[config.mk]
export PLATFORM = sky130hd
export DESIGN_NAME = conc_stim_player
export DESIGN_NICKNAME = d
export VERILOG_FILES = /design/src/rtl/conc_stim_player.sv
export SDC_FILE = /design/constraint.sdc
export NUM_CORES = 1
export LEC_CHECK = 0
export ABC_AREA = 1
export BUFFER_PORTS_ARGS = -buffer_cell sky130_fd_sc_hd__buf_4
export CAP_MARGIN = 5
export CORE_MARGIN = 5
export CORE_UTILIZATION = 54
export DETAILED_ROUTE_END_ITERATION = 16
export PLACE_DENSITY_LB_ADDON = 0.08
export SYNTH_ARGS = -nofsm -noshare
export SYNTH_HDL_FRONTEND = slang
export SYNTH_SLANG_ARGS = --single-unit
[constraint.sdc]
create_clock -name clock -period 1.9 [get_ports clock]
set_clock_uncertainty 0.1 [all_clocks]
set_input_delay 0.57 -clock clock [delete_from_list [all_inputs] [get_ports clock]]
set_output_delay 0.57 -clock clock [all_outputs]
set_load 0.01 [all_outputs]
[src/rtl/conc_stim_player.sv]
// conc_stim_player: replays a programmed list of {hold, obs, data} entries
// into a DUT, one entry per step, with per-entry hold counts, one-shot or
// looping playback and a start/stop/done handshake.
//
// state   | meaning
// --------+-----------------------------------------------------------
// ST_IDLE | not playing; outputs keep last value (or zero after stop)
// ST_RUN  | playing entry r_pc, r_hold cycles left on current entry
module conc_stim_player #(
  parameter  int DATA_W = 2,
  parameter  int DEPTH  = 16,
  parameter  int HOLD_W = 4,
  localparam int ADDR_W = (DEPTH > 1) ? $clog2(DEPTH) : 1,
  localparam int W      = HOLD_W + 1 + DATA_W
) (
  input  logic              clock,
  input  logic              reset_n,
  input  logic              wr_en,
  input  logic [ADDR_W-1:0] wr_addr,
  input  logic [W-1:0]      wr_data,
  input  logic              start,
  input  logic              stop,
  input  logic              loop_en,
  input  logic [ADDR_W:0]   length,
  output logic [DATA_W-1:0] stim_out,
  output logic              obs_out,
  output logic              busy,
  output logic              done,
  output logic [ADDR_W-1:0] pc_out,
  output logic [31:0]       cycle_cnt
);

  typedef enum logic {ST_IDLE, ST_RUN} state_t;

  localparam logic [ADDR_W:0] LP_DEPTH = (ADDR_W+1)'(DEPTH);

  logic [W-1:0]      r_mem [DEPTH];

  state_t            r_state, w_state_nxt;
  logic [ADDR_W-1:0] r_pc, w_pc_nxt;
  logic [ADDR_W:0]   r_len, w_len_nxt;
  logic [HOLD_W-1:0] r_hold, w_hold_nxt;
  logic [DATA_W-1:0] r_stim, w_stim_nxt;
  logic              r_obs, w_obs_nxt;
  logic              r_busy, w_busy_nxt;
  logic              r_done, w_done_nxt;
  logic [31:0]       r_cyc, w_cyc_nxt;

  logic [ADDR_W:0]   w_len_cap;
  logic [ADDR_W-1:0] w_pc_inc;
  logic [W-1:0]      w_ent0;
  logic [W-1:0]      w_ent_nx;
  logic              w_last;

  assign w_len_cap = (length > LP_DEPTH) ? LP_DEPTH : length;
  assign w_pc_inc  = r_pc + ADDR_W'(1);
  assign w_ent0    = r_mem[0];
  assign w_ent_nx  = r_mem[w_pc_inc];
  assign w_last    = ({1'b0, r_pc} == (r_len - (ADDR_W+1)'(1)));

  // Program memory: plain write port, out-of-range addresses dropped, no reset.
  always_ff @(posedge clock) begin
    if (wr_en && ({1'b0, wr_addr} < LP_DEPTH)) begin
      r_mem[wr_addr] <= wr_data;
    end
  end

  // State and output registers.
  always_ff @(posedge clock or negedge reset_n) begin
    if (!reset_n) begin
      r_state <= ST_IDLE;
      r_pc    <= '0;
      r_len   <= '0;
      r_hold  <= '0;
      r_stim  <= '0;
      r_obs   <= 1'b0;
      r_busy  <= 1'b0;
      r_done  <= 1'b0;
      r_cyc   <= '0;
    end else begin
      r_state <= w_state_nxt;
      r_pc    <= w_pc_nxt;
      r_len   <= w_len_nxt;
      r_hold  <= w_hold_nxt;
      r_stim  <= w_stim_nxt;
      r_obs   <= w_obs_nxt;
      r_busy  <= w_busy_nxt;
      r_done  <= w_done_nxt;
      r_cyc   <= w_cyc_nxt;
    end
  end

  // Next-state and next-output logic; stop overrides everything.
  always_comb begin
    w_state_nxt = r_state;
    w_pc_nxt    = r_pc;
    w_len_nxt   = r_len;
    w_hold_nxt  = r_hold;
    w_stim_nxt  = r_stim;
    w_obs_nxt   = r_obs;
    w_busy_nxt  = r_busy;
    w_done_nxt  = 1'b0;
    w_cyc_nxt   = r_cyc;

    if (stop) begin
      w_state_nxt = ST_IDLE;
      w_stim_nxt  = '0;
      w_obs_nxt   = 1'b0;
      w_busy_nxt  = 1'b0;
    end else begin
      case (r_state)
        ST_IDLE: begin
          if (start) begin
            if (w_len_cap != '0) begin
              w_state_nxt = ST_RUN;
              w_len_nxt   = w_len_cap;
              w_pc_nxt    = '0;
              w_stim_nxt  = w_ent0[DATA_W-1:0];
              w_obs_nxt   = w_ent0[DATA_W];
              w_hold_nxt  = w_ent0[W-1:DATA_W+1];
              w_busy_nxt  = 1'b1;
              w_cyc_nxt   = '0;
            end else begin
              w_done_nxt  = 1'b1;
            end
          end
        end
        ST_RUN: begin
          w_cyc_nxt = (r_cyc == 32'hFFFF_FFFF) ? r_cyc : r_cyc + 32'd1;
          if (r_hold != '0) begin
            w_hold_nxt = r_hold - HOLD_W'(1);
          end else if (!w_last) begin
            w_pc_nxt   = w_pc_inc;
            w_stim_nxt = w_ent_nx[DATA_W-1:0];
            w_obs_nxt  = w_ent_nx[DATA_W];
            w_hold_nxt = w_ent_nx[W-1:DATA_W+1];
          end else if (loop_en) begin
            w_pc_nxt   = '0;
            w_stim_nxt = w_ent0[DATA_W-1:0];
            w_obs_nxt  = w_ent0[DATA_W];
            w_hold_nxt = w_ent0[W-1:DATA_W+1];
          end else begin
            w_state_nxt = ST_IDLE;
            w_busy_nxt  = 1'b0;
            w_done_nxt  = 1'b1;
          end
        end
        default: begin
          w_state_nxt = ST_IDLE;
        end
      endcase
    end
  end

  assign stim_out  = r_stim;
  assign obs_out   = r_obs;
  assign busy      = r_busy;
  assign done      = r_done;
  assign pc_out    = r_pc;
  assign cycle_cnt = r_cyc;

endmodule

==> flow_summary.html, run 1 <==
<table>
<tr><th>Metric</th><th>Value</th></tr>
<tr><th colspan="2">Status</th></tr>
<tr><td>Status</td><td>finished, violations left</td></tr>
<tr><td>Violations in the final reports</td><td>negative setup slack</td></tr>
<tr><th colspan="2">STA</th></tr>
<tr><td>Hold WS</td><td>0.0771 ns</td></tr>
<tr><td>Setup repair after global routing missed its margin</td><td>true</td></tr>
<tr><td>Least setup slack across all paths after layout</td><td>-0.0320 ns</td></tr>
<tr><td>Max-slew violations</td><td>0</td></tr>
<tr><td>Share of the cycle needed by the critical path after routing</td><td>1.02</td></tr>
<tr><td>Worst-case headroom to the max-slew limit</td><td>0.563</td></tr>
<tr><td>Min cycle time layout</td><td>1.93 ns</td></tr>
<tr><td>Transition time at the pin with the least slew margin</td><td>~0.66 ns</td></tr>
<tr><td>Max frequency</td><td>0.518 GHz</td></tr>
<tr><td>Post-Route Setup TNS</td><td>-0.0900 ns</td></tr>
<tr><td>Final number of hold-violating endpoints</td><td>0</td></tr>
<tr><td>Setup violations, final</td><td>7</td></tr>
<tr><th colspan="2">Finish</th></tr>
<tr><td>Top library cells by usage in the layout, fill and taps aside</td><td>271 x nand2_1, 129 x buf_4, 114 x nand3_1</td></tr>
<tr><td>Final design utilization</td><td>0.693</td></tr>
<tr><td>Diodes inserted</td><td>0</td></tr>
<tr><td>Most common cell after layout, fill and taps aside</td><td>nand2_1</td></tr>
<tr><td>Post-route cell area</td><td>0.0101 mm^2</td></tr>
<tr><td>Area growth from synthesis to final layout</td><td>24.5%</td></tr>
<tr><td>Fraction of final layout cells with drive strength greater than 1</td><td>0.213</td></tr>
<tr><td>Total number of nets in the final design</td><td>1085</td></tr>
<tr><th colspan="2">Critical path</th></tr>
<tr><td>Data arrival at the endpoint of the critical path</td><td>2.15 ns</td></tr>
<tr><td>Dominant delay contributor by cell family on the critical path</td><td>simple AND/OR/NAND/NOR gates</td></tr>
<tr><td>Type of element launching the critical path</td><td>flip-flop</td></tr>
<tr><td>Highest-delay cell along the critical path</td><td>dfrtp_1</td></tr>
<tr><td>Max stage delay on crit path</td><td>0.39 ns</td></tr>
<tr><td>Critical path type</td><td>reg2reg</td></tr>
<tr><td>Data required time at the worst endpoint</td><td>2.12 ns</td></tr>
<tr><td>Worst path buffer plus inverter count</td><td>4</td></tr>
<tr><td>Sort of element at the end of the critical path</td><td>flip-flop</td></tr>
<tr><td>Worst Path Max Fanout</td><td>4</td></tr>
<tr><td>Most prevalent standard cell on the critical path</td><td>nand2_1</td></tr>
<tr><td>CP Cell Sequence</td><td>inv_2 -&gt; ha_4 -&gt; inv_2 -&gt; nand2_1 -&gt; nand2_1 -&gt; nor2_1 -&gt; nand2_1 -&gt; nor2_4 -&gt; buf_6 -&gt; nand3_2 -&gt; nand2_1 -&gt; inv_1 -&gt; nand2_1 -&gt; nand2_1 -&gt; nand2_1 -&gt; nand2_1</td></tr>
<tr><th colspan="2">Place</th></tr>
<tr><td>Estimated wirelength of the detail-placed design</td><td>14600 um</td></tr>
<tr><td>Count of buffers from port buffering</td><td>62</td></tr>
<tr><td>Pre-CTS setup slack</td><td>-0.157 ns</td></tr>
<tr><td>Final GP Congestion</td><td>0.909</td></tr>
<tr><td>Placed Area</td><td>0.00925 mm^2</td></tr>
<tr><th colspan="2">Yosys</th></tr>
<tr><td>Area share of the leading cell type in the synthesized netlist</td><td>0.413</td></tr>
<tr><td>Synth async-reset ratio</td><td>0.313</td></tr>
<tr><td>Register bit total from synthesis</td><td>163</td></tr>
<tr><td>Post-synthesis net count</td><td>~960</td></tr>
<tr><td>Syn Inst Count</td><td>931</td></tr>
<tr><td>Yosys warning total</td><td>0</td></tr>
<tr><td>Cell accounting for the most synthesized area</td><td>edfxtp_1</td></tr>
<tr><td>Avg Cell Area, Syn</td><td>between 8 and 9 um^2</td></tr>
<tr><td>Number of enable flip-flop cells after synthesis</td><td>112</td></tr>
<tr><td>Ranking of synthesized cells by area</td><td>edfxtp_1 41%, dfrtp_1 16%, nand2_1 13%</td></tr>
<tr><td>Count of cell types in the netlist</td><td>37</td></tr>
<tr><td>Sequential element share of the synthesized area</td><td>0.569</td></tr>
<tr><td>Prevailing post-synth register cell</td><td>edfxtp_1</td></tr>
<tr><td>Area of the mapped netlist</td><td>~0.0081 mm^2</td></tr>
<tr><th colspan="2">Route</th></tr>
<tr><td>Detailed-route wire length per cell</td><td>16.9 um</td></tr>
<tr><td>Number of vias in the routed layout</td><td>6837</td></tr>
<tr><td>Routed Antenna Nets</td><td>0</td></tr>
<tr><td>DRC violation count after routing</td><td>0</td></tr>
<tr><td>Wire length reported by the detailed router</td><td>between 20000 and 25000 um</td></tr>
<tr><td>Vias per inst</td><td>5.44</td></tr>
<tr><td>DR iter-0 viols</td><td>570</td></tr>
<tr><td>Router iterations before antenna repair</td><td>6</td></tr>
<tr><th colspan="2">Power and ir drop</th></tr>
<tr><td>Switching power</td><td>2.73 mW</td></tr>
<tr><td>Combinational cell fraction of total power</td><td>0.203</td></tr>
<tr><td>Int Pwr</td><td>6.70 mW</td></tr>
<tr><td>Static power due to leakage</td><td>4.32 nW</td></tr>
<tr><td>Pwr per Cell Area</td><td>929 mW/mm^2</td></tr>
<tr><td>Share of power burned in registers</td><td>0.424</td></tr>
<tr><td>Peak supply drop</td><td>0.652 mV</td></tr>
<tr><td>Switching portion of total power</td><td>0.289</td></tr>
<tr><td>Clock network power share</td><td>0.374</td></tr>
<tr><th colspan="2">GRT</th></tr>
<tr><td>Largest net degree at the start of global routing</td><td>63</td></tr>
<tr><td>Antenna violations before repair</td><td>0</td></tr>
<tr><td>GRT Residual Overflow</td><td>0</td></tr>
<tr><td>Vias in the first global route</td><td>6346</td></tr>
<tr><td>Global-route wire length before repair</td><td>33500 um</td></tr>
<tr><td>Met1 usage in global routing</td><td>0.305</td></tr>
<tr><td>GR met2 Demand/Resource</td><td>0.419</td></tr>
<tr><td>Met3 Track Usage GR</td><td>0.0414</td></tr>
<tr><td>Most crowded layer after global routing</td><td>met2</td></tr>
<tr><td>Global Route Usage Sum</td><td>0.242</td></tr>
<tr><th colspan="2">Hold path</th></tr>
<tr><td>Type of the most critical hold path</td><td>in2async</td></tr>
<tr><th colspan="2">Clocking</th></tr>
<tr><td>Clock buffers created by TritonCTS</td><td>17</td></tr>
<tr><td>TritonCTS clock tree</td><td>built</td></tr>
<tr><td>Clk Latency, worst-skew pair</td><td>0.43 ns</td></tr>
<tr><td>Clock-pin slew of the registers on the worst-case setup and hold paths</td><td>0.06 ns</td></tr>
<tr><td>Max H-tree Level</td><td>4</td></tr>
<tr><td>Deepest clock path buffer count</td><td>2</td></tr>
<tr><td>Clock Sink Count</td><td>between 150 and 200</td></tr>
<tr><td>Cell at the root of the clock tree</td><td>clkbuf_16</td></tr>
<tr><th colspan="2">Job</th></tr>
<tr><td>Reported max-cap violation count</td><td>0</td></tr>
<tr><th colspan="2">Floorplanning</th></tr>
<tr><td>Core Rows</td><td>44</td></tr>
<tr><td>Count of pins on the block boundary</td><td>63</td></tr>
<tr><td>Overall die width</td><td>roughly 130 um</td></tr>
<tr><td>Die area</td><td>0.0176 mm^2</td></tr>
<tr><td>Placeable Area</td><td>0.0146 mm^2</td></tr>
<tr><td>Floorplan die height</td><td>between 100 and 150 um</td></tr>
<tr><td>Initial core utilization</td><td>0.556</td></tr>
</table>
## per-stage QoR
stage	instances	total power, mW
floorplan	931	5.17
global placement	1217	5.81
detailed placement	1217	5.84
CTS	1249	9.37
global route	1256	9.86
finish	1256	9.43
## flip-flops by register name, summed over array words and instances, names as in the netlist
name / flops
done: 1
r_hold: 4
busy: 1
pc_out: 4
stim_out: 2
r_mem: 112
obs_out: 1
r_state: 1
cycle_cnt: 32
r_len: 5
## path summary, 6_finish.rpt
path                           from            to  slack (ns)  cells after the start
min reg2reg                r_len[4]      r_len[4]        0.41                      2
max                        r_len[1]     r_hold[3]       -0.03                     16
max in group asynchronous   reset_n  cycle_cnt[8]        1.16                      1
min in group clock             stop          done        0.28                      2
max reg2reg                r_len[1]     r_hold[3]       -0.03                     16
min                         reset_n      r_len[1]        0.08                      1
## worst register-to-register path, cell delays in order (launching register included)
cell     delay, ns
dfrtp_1       0.39
inv_2         0.07
ha_4          0.27
inv_2         0.03
nand2_1       0.05
nand2_1       0.04
nor2_1        0.08
nand2_1       0.10
nor2_4        0.21
buf_6         0.14
nand3_2       0.05
nand2_1       0.08
inv_1         0.05
nand2_1       0.05
nand2_1       0.04
nand2_1       0.05
nand2_1       0.04
## timing repair
item	CTS	global route
buffers inserted	0	5
gates cloned	0	2
hold buffers	0	0
endpoints found under the setup margin	18	49
gates resized for setup	4	64
pin swaps	0	8
## cell usage after synthesis (all sizes together) (4+ instances only)
master,n
xor2,8
nand4,22
o21ai,47
edfxtp,112
ha,4
nand2,287
nor2,99
a21o,5
xnor2,4
o31ai,5
nor3,24
inv,93
buf,23
clkbuf,8
nand3b,4
a21oi,10
dfrtp,51
nand3,119
## cell families (layout without fill, tap and decap cells)
| group | after synthesis | in the layout | synth area share |
|---|---|---|---|
| and+or+nand+nor | 555 | 555 | 0.297 |
| DFF | 163 | 163 | 0.569 |
| buffers and inverters | 126 | 267 | 0.0657 |
| AOI/OAI and AO/OA | 71 | 71 | 0.0475 |
| xor gates and xnor gates | 12 | 12 | 0.0138 |
| adders and majority gates | 4 | 4 | 0.00614 |
## layout make-up
type / count / area (um^2)
sequential: 163 / 4650
fill: 1154 / 4500
multi-input combinational: 642 / 3140
timing repair buffer: 138 / 1120
clock buffer: 18 / 429
inverter: 95 / 374
tap: 184 / 230
clock inverter: 14 / 176
timing repair inverter: 2 / 27.5
## power by group through the flow
stage | Clock, mW | Combinational (mW) | Sequential (mW)
after global routing | 3.74 | 2.12 | 4.01
after detailed placement | 0 | 1.79 | 4.06
after global placement | 0 | 1.76 | 4.06
after CTS | 3.57 | 1.81 | 3.99
after floorplan | 0 | 1.11 | 4.06
final | 3.52 | 1.91 | 3.99
## routing by layer
layer / vias up / routed length (um)
li1: 3363 / -
met5: - / 0
met4: 0 / 672
met1: 3192 / 8700
met3: 50 / 1160
met2: 232 / 10700
Power figures use the tool's default switching activity.
==> run 2, diff against run 1 <==
- CORE_MARGIN: 5 -> 8
- SKIP_LAST_GASP: default -> 1
==> run 2 against run 1 <==
Clock power decreased by 7.1%. The flow still finishes with violations (negative setup slack). Critical path depth decreased by 6. Cell count increased by 2.8%. Largest power group unchanged. Global-route usage decreased by 1.3 points. Sequential power about the same. Worst setup slack got worse by 0.035 ns.
==> flow_summary.html, run 2 (synthesis gave the netlist of run 1 again) <==
<table>
<tr><th>Metric</th><th>Value</th></tr>
<tr><th colspan="2">Status</th></tr>
<tr><td>Status</td><td>finished, violations left</td></tr>
<tr><td>Violations in the final reports</td><td>negative setup slack</td></tr>
<tr><th colspan="2">Critical path</th></tr>
<tr><td>Highest-delay cell along the critical path</td><td>dfrtp_1</td></tr>
<tr><td>Data arrival at the endpoint of the critical path</td><td>2.18 ns (+0.03 ns)</td></tr>
<tr><td>Logic depth of the worst path, buffers included</td><td>10 (-6)</td></tr>
<tr><td>Launching point of the worst reg2reg path</td><td>pc_out[1]</td></tr>
<tr><td>Data required time at the worst endpoint</td><td>2.11 ns (about the same)</td></tr>
<tr><td>Worst path buffer plus inverter count</td><td>3 (-1)</td></tr>
<tr><td>Max stage delay on crit path</td><td>0.43 ns (+0.04 ns)</td></tr>
<tr><td>Critical path origin</td><td>pc_out[1]</td></tr>
<tr><td>Type of element launching the critical path</td><td>flip-flop</td></tr>
<tr><td>Sort of element at the end of the critical path</td><td>flip-flop</td></tr>
<tr><td>CP Cell Sequence</td><td>ha_4 -&gt; clkinvlp_4 -&gt; buf_4 -&gt; clkbuf_16 -&gt; a21oi_2 -&gt; a21oi_1 -&gt; a21oi_2 -&gt; nor2_2 -&gt; nor2_2 -&gt; nor2_1</td></tr>
<tr><td>Critical path type</td><td>reg2reg</td></tr>
<tr><td>Flop2flop setup slack</td><td>-0.07 ns (-0.04 ns)</td></tr>
<tr><td>Endpoint of the worst setup timing path</td><td>stim_out[1]</td></tr>
<tr><td>Worst reg2reg endpoint</td><td>stim_out[1]</td></tr>
<tr><td>Reg2Reg Depth</td><td>10 (-6)</td></tr>
<tr><td>Worst Path Max Fanout</td><td>11 (+7)</td></tr>
<tr><td>Dominant delay contributor by cell family on the critical path</td><td>flip-flops</td></tr>
<tr><th colspan="2">Clocking</th></tr>
<tr><td>Clk Latency, worst-skew pair</td><td>0.43 ns (about the same)</td></tr>
<tr><td>Max H-tree Level</td><td>4 (unchanged)</td></tr>
<tr><td>TritonCTS clock tree</td><td>built</td></tr>
<tr><td>Clock-pin slew of the registers on the worst-case setup and hold paths</td><td>0.07 ns (about the same)</td></tr>
<tr><td>Clock buffers created by TritonCTS</td><td>17 (unchanged)</td></tr>
<tr><td>Deepest clock path buffer count</td><td>2 (unchanged)</td></tr>
<tr><td>Cell at the root of the clock tree</td><td>clkbuf_16</td></tr>
<tr><td>Clock Sink Count</td><td>163 (unchanged)</td></tr>
<tr><th colspan="2">GRT</th></tr>
<tr><td>Global Route Usage Sum</td><td>0.229 (-0.0132)</td></tr>
<tr><td>Antenna violations before repair</td><td>0 (unchanged)</td></tr>
<tr><td>GRT Residual Overflow</td><td>0 (unchanged)</td></tr>
<tr><td>Largest net degree at the start of global routing</td><td>37 (-41%)</td></tr>
<tr><td>Global-route wire length before repair</td><td>34500 um (+2.9%)</td></tr>
<tr><td>Vias in the first global route</td><td>6463 (+1.8%)</td></tr>
<tr><th colspan="2">Place</th></tr>
<tr><td>Count of buffers from port buffering</td><td>62 (unchanged)</td></tr>
<tr><td>Final GP Congestion</td><td>0.900 (-0.91%)</td></tr>
<tr><td>Estimated wirelength of the detail-placed design</td><td>14800 um (+1.2%)</td></tr>
<tr><th colspan="2">Floorplanning</th></tr>
<tr><td>Die area</td><td>0.0193 mm^2 (+9.2%)</td></tr>
<tr><td>Core Rows</td><td>45 (+2.3%)</td></tr>
<tr><td>Count of pins on the block boundary</td><td>63 (unchanged)</td></tr>
<tr><td>Initial core utilization</td><td>0.544 (-0.0124)</td></tr>
<tr><td>Floorplan die height</td><td>139 um (+4.5%)</td></tr>
<tr><td>Overall die width</td><td>139 um (+4.5%)</td></tr>
<tr><td>Placeable Area</td><td>0.0150 mm^2 (+2.3%)</td></tr>
<tr><th colspan="2">STA</th></tr>
<tr><td>Transition time at the pin with the least slew margin</td><td>0.435 ns (-0.221 ns)</td></tr>
<tr><td>Setup repair after global routing missed its margin</td><td>true</td></tr>
<tr><td>Share of the cycle needed by the critical path after routing</td><td>1.04 (+0.0186)</td></tr>
<tr><td>Least setup slack across all paths after layout</td><td>-0.0674 ns (-0.0353 ns)</td></tr>
<tr><td>Max-slew violations</td><td>0 (unchanged)</td></tr>
<tr><td>Hold WS</td><td>0.259 ns (+0.181 ns)</td></tr>
<tr><td>Worst-case headroom to the max-slew limit</td><td>0.708 (+0.145)</td></tr>
<tr><td>Final number of hold-violating endpoints</td><td>0 (unchanged)</td></tr>
<tr><td>Min cycle time layout</td><td>1.97 ns (+0.0353 ns)</td></tr>
<tr><td>Max frequency</td><td>0.508 GHz (-1.8%)</td></tr>
<tr><td>Setup violations, final</td><td>7 (unchanged)</td></tr>
<tr><th colspan="2">Finish</th></tr>
<tr><td>Flip-flop count of the largest register after layout</td><td>112 (unchanged)</td></tr>
<tr><td>Diodes inserted</td><td>0 (unchanged)</td></tr>
<tr><td>Area growth from synthesis to final layout</td><td>30.5%</td></tr>
<tr><td>Most common cell after layout, fill and taps aside</td><td>nand2_1</td></tr>
<tr><td>Fraction of final layout cells with drive strength greater than 1</td><td>0.254 (+0.0412)</td></tr>
<tr><td>Layout fillers</td><td>1192 (+3.3%)</td></tr>
<tr><td>Total number of nets in the final design</td><td>1116 (+2.9%)</td></tr>
<tr><td>Largest register by flop count</td><td>r_mem</td></tr>
<tr><td>Top library cells by usage in the layout, fill and taps aside</td><td>266 x nand2_1, 139 x buf_4, 112 x edfxtp_1</td></tr>
<tr><th colspan="2">Power and ir drop</th></tr>
<tr><td>Switching portion of total power</td><td>0.303 (+0.0141)</td></tr>
<tr><td>Switching power</td><td>2.94 mW (+7.8%)</td></tr>
<tr><td>Power after layout</td><td>9.69 mW (+2.8%)</td></tr>
<tr><td>Pwr per Cell Area</td><td>912 mW/mm^2 (-1.9%)</td></tr>
<tr><td>Combinational cell fraction of total power</td><td>0.252 (+0.049)</td></tr>
<tr><td>Static power due to leakage</td><td>4.54 nW (+5.2%)</td></tr>
<tr><td>Clock network power share</td><td>0.337 (-0.037)</td></tr>
<tr><td>Int Pwr</td><td>6.75 mW (+0.77%)</td></tr>
<tr><td>Peak supply drop</td><td>0.660 mV (+1.2%)</td></tr>
<tr><td>Share of power burned in registers</td><td>0.411 (-0.013)</td></tr>
<tr><th colspan="2">Hold path</th></tr>
<tr><td>Type of the most critical hold path</td><td>in2reg</td></tr>
<tr><td>Count of cells along the worst hold path</td><td>2</td></tr>
<tr><th colspan="2">Route</th></tr>
<tr><td>Routed Antenna Nets</td><td>0 (unchanged)</td></tr>
<tr><td>DR iter-0 viols</td><td>630 (+11%)</td></tr>
<tr><td>Number of vias in the routed layout</td><td>7002 (+2.4%)</td></tr>
<tr><td>Wire length reported by the detailed router</td><td>22800 um (+7.3%)</td></tr>
<tr><td>Router iterations before antenna repair</td><td>6 (unchanged)</td></tr>
<tr><td>Vias per inst</td><td>5.42 (-0.36%)</td></tr>
<tr><td>DRC violation count after routing</td><td>0 (unchanged)</td></tr>
<tr><td>Detailed-route wire length per cell</td><td>17.7 um (+4.4%)</td></tr>
<tr><th colspan="2">Job</th></tr>
<tr><td>Reported max-cap violation count</td><td>0 (unchanged)</td></tr>
</table>
## run 2: changes by cell type in the layout (fill, tap and decap cells not counted), moves of 6 or more
cell and change:
nand3_1 -13, nand3_2 +13, buf_4 +10, o21ai_0 -7, buf_6 +6, nor2_1 -6, nor2_2 +6, o21ai_1 +6
## run 2: what timing repair did
item / CTS / global route
gates resized for setup: 13 / 103
gates cloned: 2 / 7
hold buffers: 1 / 0
hold endpoints to repair: 21 / 0
endpoints found under the setup margin: 17 / 46
buffers inserted: 3 / 13
pin swaps: 2 / 24
## run 2: metrics by stage
step / TNS [ns] / instances / utilization / area, um^2 / setup WS (ns)
2_1_floorplan: 0 / 931 / - / 8150 / 0.0189
3_3_place_gp: -2.46 / 1233 / 0.626 / 9380 / -0.108
3_5_place_dp: -3.22 / 1233 / 0.626 / 9380 / -0.136
4_1_cts: -0.0847 / 1271 / 0.674 / 10100 / -0.0331
5_1_grt: -2.98 / 1291 / 0.710 / 10600 / -0.140
6_report: -0.262 / 1291 / 0.710 / 10600 / -0.0674
## run 2: final cells by class
type / instances / area (um^2) / share of cell area
well taps: 188 / 235 / 0.0221
clock buffers: 19 / 433 / 0.0407
inverters: 95 / 380 / 0.0358
flip-flops and latches: 163 / 4640 / 0.437
repair buffers: 165 / 1500 / 0.141
multi-input cells: 643 / 3260 / 0.307
repair inverters: 5 / 53.8 / 0.00506
clock inverters: 13 / 125 / 0.0118
## run 2: worst min-delay path by stage
stage,from,end,slack (ns)
6_report,stop,done,0.26
5_1_grt,stop,done,0.26
4_1_cts,stop,done,0.25
3_5_place_dp,r_len[4],r_len[4],0.39
3_3_place_gp,r_len[4],r_len[4],0.38
2_1_floorplan,reset_n,busy,0.17
## run 2: worst reg2reg max path, stage by stage (launching register included)
cell        delay [ns]
dfrtp_1           0.43
ha_4              0.31
clkinvlp_4        0.10
buf_4             0.15
clkbuf_16         0.17
a21oi_2           0.11
a21oi_1           0.08
a21oi_2           0.15
nor2_2            0.05
nor2_2            0.15
nor2_1            0.05
## run 2: power groups by stage
stage                     clock [mW]  sequential [mW]  combinational [mW]
after detailed placement           0             4.05                1.93
after floorplan                    0             4.06                1.11
final                           3.27             3.99                2.44
after global placement             0             4.05                1.92
after global routing            3.45             4.00                2.64
after CTS                       3.30             3.98                2.11
## run 2: metal layers
layer  wire length, um  vias up  global-route usage
met5                 0        -                   0
met4               807        0              0.0947
met3              1280       54              0.0444
met2             11200      253               0.381
met1              9580     3269               0.287
li1                  -     3426                   -
==> run 3, diff against run 2 <==
- ABC_AREA: 1 -> default
==> run 3 against run 2 <==
The flow still finishes with violations (negative setup slack). Critical path depth fell by 4. Sequential power rose by 4%. Critical path type unchanged. Combinational power rose by 5%. Hold slack improved by 0.048 ns. First-iteration DRC count fell by 26%. Global-route usage fell by 0.41 points. Design area rose by 2.0%. Area after synthesis fell by 7.4%. Core utilization rose by 7.8 points. Clock power rose by 7.3%.
==> flow_summary.html, run 3 <==
<table>
<tr><th>Metric</th><th>Value</th></tr>
<tr><th colspan="2">Status</th></tr>
<tr><td>Status</td><td>finished, violations left</td></tr>
<tr><td>Violations in the final reports</td><td>negative setup slack</td></tr>
<tr><th colspan="2">Floorplanning</th></tr>
<tr><td>Count of pins on the block boundary</td><td>63 (unchanged)</td></tr>
<tr><td>Overall die width</td><td>134 um (-3.4%)</td></tr>
<tr><td>Initial core utilization</td><td>0.548 (+0.00357)</td></tr>
<tr><td>Placeable Area</td><td>0.0138 mm^2 (-8.0%)</td></tr>
<tr><td>Core Rows</td><td>43 (-4.4%)</td></tr>
<tr><td>Die area</td><td>0.0180 mm^2 (-6.6%)</td></tr>
<tr><td>Floorplan die height</td><td>134 um (-3.4%)</td></tr>
<tr><th colspan="2">Route</th></tr>
<tr><td>Vias per inst</td><td>5.95 (+9.7%)</td></tr>
<tr><td>Wire length reported by the detailed router</td><td>20500 um (-10%)</td></tr>
<tr><td>DRC violation count after routing</td><td>0 (unchanged)</td></tr>
<tr><td>Routed Antenna Nets</td><td>0 (unchanged)</td></tr>
<tr><td>Detailed-route wire length per cell</td><td>21.2 um (+20%)</td></tr>
<tr><td>Router iterations before antenna repair</td><td>5 (-1)</td></tr>
<tr><td>Number of vias in the routed layout</td><td>5770 (-18%)</td></tr>
<tr><td>DR iter-0 viols</td><td>467 (-26%)</td></tr>
<tr><th colspan="2">Finish</th></tr>
<tr><td>Final design utilization</td><td>0.787 (+0.0777)</td></tr>
<tr><td>Top library cells by usage in the layout, fill and taps aside</td><td>196 x buf_4, 112 x edfxtp_1, 47 x dfrtp_1</td></tr>
<tr><td>Area growth from synthesis to final layout</td><td>43.8%</td></tr>
<tr><td>Fraction of final layout cells with drive strength greater than 1</td><td>0.495 (+0.241)</td></tr>
<tr><td>Layout fillers</td><td>787 (-34%)</td></tr>
<tr><td>Diodes inserted</td><td>0 (unchanged)</td></tr>
<tr><td>Largest register by flop count</td><td>r_mem</td></tr>
<tr><td>Total number of nets in the final design</td><td>804 (-28%)</td></tr>
<tr><td>Count of placed standard cells in the final layout, fillers left out</td><td>970 (-25%)</td></tr>
<tr><td>Most common cell after layout, fill and taps aside</td><td>buf_4</td></tr>
<tr><td>Flip-flop count of the largest register after layout</td><td>112 (unchanged)</td></tr>
<tr><th colspan="2">Clocking</th></tr>
<tr><td>Deepest clock path buffer count</td><td>2 (unchanged)</td></tr>
<tr><td>TritonCTS clock tree</td><td>built</td></tr>
<tr><td>Clock buffers created by TritonCTS</td><td>17 (unchanged)</td></tr>
<tr><td>Cell at the root of the clock tree</td><td>clkbuf_16</td></tr>
<tr><td>Clock Sink Count</td><td>163 (unchanged)</td></tr>
<tr><td>Clock-pin slew of the registers on the worst-case setup and hold paths</td><td>0.07 ns (about the same)</td></tr>
<tr><td>Clk Latency, worst-skew pair</td><td>0.43 ns (about the same)</td></tr>
<tr><td>Max H-tree Level</td><td>4 (unchanged)</td></tr>
<tr><th colspan="2">Yosys</th></tr>
<tr><td>Ranking of synthesized cells by area</td><td>edfxtp_1 45%, dfrtp_1 17%, mux4_2 6.9%</td></tr>
<tr><td>Post-synthesis net count</td><td>571 (-40%)</td></tr>
<tr><td>Area of the mapped netlist</td><td>0.00754 mm^2 (-7.4%)</td></tr>
<tr><td>Number of enable flip-flop cells after synthesis</td><td>112 (unchanged)</td></tr>
<tr><td>Prevailing post-synth register cell</td><td>edfxtp_1</td></tr>
<tr><td>Synth async-reset ratio</td><td>0.313 (unchanged)</td></tr>
<tr><td>Commonest cells in the netlist</td><td>112 x edfxtp_1, 58 x nand2_1, 51 x dfrtp_1</td></tr>
<tr><td>Register bit total from synthesis</td><td>163 (unchanged)</td></tr>
<tr><td>Most numerous cell in the Yosys netlist</td><td>edfxtp_1</td></tr>
<tr><td>Avg Cell Area, Syn</td><td>13.8 um^2 (+58%)</td></tr>
<tr><td>Area share of the leading cell type in the synthesized netlist</td><td>0.446 (+0.0332)</td></tr>
<tr><td>Syn Inst Count</td><td>545 (-41%)</td></tr>
<tr><td>Count of cell types in the netlist</td><td>63 (+70%)</td></tr>
<tr><td>Sequential element share of the synthesized area</td><td>0.615 (+0.0457)</td></tr>
<tr><td>Yosys warning total</td><td>0 (unchanged)</td></tr>
<tr><td>Cell accounting for the most synthesized area</td><td>edfxtp_1</td></tr>
<tr><th colspan="2">Place</th></tr>
<tr><td>Final GP Congestion</td><td>0.831 (-7.7%)</td></tr>
<tr><td>Dpl cells</td><td>897 (-27%)</td></tr>
<tr><td>Count of buffers from port buffering</td><td>62 (unchanged)</td></tr>
<tr><td>Estimated wirelength of the detail-placed design</td><td>13200 um (-11%)</td></tr>
<tr><th colspan="2">STA</th></tr>
<tr><td>Final number of hold-violating endpoints</td><td>0 (unchanged)</td></tr>
<tr><td>Share of the cycle needed by the critical path after routing</td><td>1.26 (+0.220)</td></tr>
<tr><td>Transition time at the pin with the least slew margin</td><td>0.399 ns (-0.0360 ns)</td></tr>
<tr><td>Setup repair after global routing missed its margin</td><td>true</td></tr>
<tr><td>Max frequency</td><td>0.419 GHz (-18%)</td></tr>
<tr><td>Worst-case headroom to the max-slew limit</td><td>0.733 (+0.0256)</td></tr>
<tr><td>Max-slew violations</td><td>0 (unchanged)</td></tr>
<tr><td>Least setup slack across all paths after layout</td><td>-0.485 ns (-0.418 ns)</td></tr>
<tr><td>Min cycle time layout</td><td>2.39 ns (+0.418 ns)</td></tr>
<tr><td>Setup violations, final</td><td>40 (+33)</td></tr>
<tr><th colspan="2">Hold path</th></tr>
<tr><td>Count of cells along the worst hold path</td><td>3 (+1)</td></tr>
<tr><td>Type of the most critical hold path</td><td>in2reg</td></tr>
<tr><th colspan="2">GRT</th></tr>
<tr><td>Largest net degree at the start of global routing</td><td>28 (-24%)</td></tr>
<tr><td>Global-route wire length before repair</td><td>31300 um (-9.2%)</td></tr>
<tr><td>Global Route Usage Sum</td><td>0.224 (-0.00407)</td></tr>
<tr><td>Vias in the first global route</td><td>5917 (-8.4%)</td></tr>
<tr><td>GRT Residual Overflow</td><td>0 (unchanged)</td></tr>
<tr><td>Antenna violations before repair</td><td>0 (unchanged)</td></tr>
<tr><th colspan="2">Power and ir drop</th></tr>
<tr><td>Peak supply drop</td><td>0.836 mV (+27%)</td></tr>
<tr><td>Combinational cell fraction of total power</td><td>0.250 (-0.002)</td></tr>
<tr><td>Switching power</td><td>2.77 mW (-5.8%)</td></tr>
<tr><td>Switching portion of total power</td><td>0.271 (-0.0325)</td></tr>
<tr><td>Clock network power share</td><td>0.343 (+0.006)</td></tr>
<tr><td>Power after layout</td><td>10.2 mW (+5.5%)</td></tr>
<tr><td>Static power due to leakage</td><td>4.30 nW (-5.3%)</td></tr>
<tr><td>Share of power burned in registers</td><td>0.407 (-0.004)</td></tr>
<tr><td>Pwr per Cell Area</td><td>943 mW/mm^2 (+3.4%)</td></tr>
<tr><td>Int Pwr</td><td>7.46 mW (+10%)</td></tr>
<tr><th colspan="2">Critical path</th></tr>
<tr><td>Worst Path Max Fanout</td><td>11 (unchanged)</td></tr>
<tr><td>Sort of element at the end of the critical path</td><td>flip-flop</td></tr>
<tr><td>Data arrival at the endpoint of the critical path</td><td>2.59 ns (+0.41 ns)</td></tr>
<tr><td>Type of element launching the critical path</td><td>flip-flop</td></tr>
<tr><td>Critical path type</td><td>reg2reg</td></tr>
<tr><td>Data required time at the worst endpoint</td><td>2.11 ns (about the same)</td></tr>
<tr><td>Reg2Reg Depth</td><td>6 (-4)</td></tr>
<tr><th colspan="2">Job</th></tr>
<tr><td>Reported max-cap violation count</td><td>0 (unchanged)</td></tr>
</table>
## run 3: timing repair
item / CTS / global route
pin swaps: 29 / 33
hold buffers: 1 / 0
cloned: 1 / 1
setup buffers: 23 / 21
endpoints found under the setup margin: 46 / 47
endpoints found under the hold margin: 19 / 0
gates resized for setup: 63 / 64
## run 3: logic make-up (layout without fill, tap and decap cells)
group / after synthesis / in the layout / share of synthesized area
AO/OA/AOI/OAI: 102 / 102 / 0.0916
XOR/XNOR: 10 / 10 / 0.0141
adder cells (fa/ha/maj): 4 / 4 / 0.00664
buffers and inverters: 39 / 284 / 0.0262
flip-flops: 163 / 163 / 0.615
multiplexers: 39 / 39 / 0.112
AND/OR/NAND/NOR: 188 / 188 / 0.134
## run 3: worst max-delay path, cell delays in order, from the launching register on
cell and delay (ns):
dfrtp_2 0.45, ha_4 0.32, buf_12 0.14, mux4_2 0.29, mux4_2 0.48, or3_1 0.31, a22o_1 0.18
## run 3: worst paths after layout
check | from | end | slack [ns]
setup / recovery | pc_out[0] | r_hold[1] | -0.49
hold / removal | length[1] | r_len[1] | 0.31
setup reg to reg | pc_out[0] | r_hold[1] | -0.49
hold reg to reg | obs_out | obs_out | 0.44
max in group asynchronous | reset_n | cycle_cnt[10] | 0.73
min in group asynchronous | reset_n | cycle_cnt[16] | 0.47
## run 3: power groups by stage
| stage | combinational (mW) | clock, mW | sequential, mW |
|---|---|---|---|
| after floorplan | 1.08 | 0 | 4.30 |
| after global placement | 2.08 | 0 | 4.20 |
| after detailed placement | 2.11 | 0 | 4.21 |
| after CTS | 2.39 | 3.53 | 4.15 |
| after global routing | 2.72 | 3.68 | 4.18 |
| final | 2.56 | 3.51 | 4.16 |
## run 3: area by class of cell
class,instances,area [um^2],share of cell area
multi-input combinational,343,3280,0.303
clock inverter,14,175,0.0162
sequential,163,4640,0.428
clock buffer,17,425,0.0392
inverter,16,60.1,0.00554
timing repair buffer,237,2030,0.187
tap,180,225,0.0208
## run 3: layer usage
layer,wire length (um),GRT usage,vias to the layer above
met5,0,0,-
met4,570,0.0936,0
met3,960,0.0479,52
met2,11000,0.392,215
met1,7960,0.263,2894
li1,-,-,2609
## run 3: metrics by stage
stage                     cell area, um^2  setup TNS [ns]  hold slack (ns)  worst slack [ns]
after floorplan                      7750          -10.69            0.174            -0.440
after global placement               9320          -18.88            0.373            -0.506
after detailed placement             9320          -21.46            0.374            -0.538
after CTS                           10400           -5.16            0.299            -0.487
after global routing                10800           -9.81            0.325            -0.573
final                               10800           -6.55            0.307            -0.485
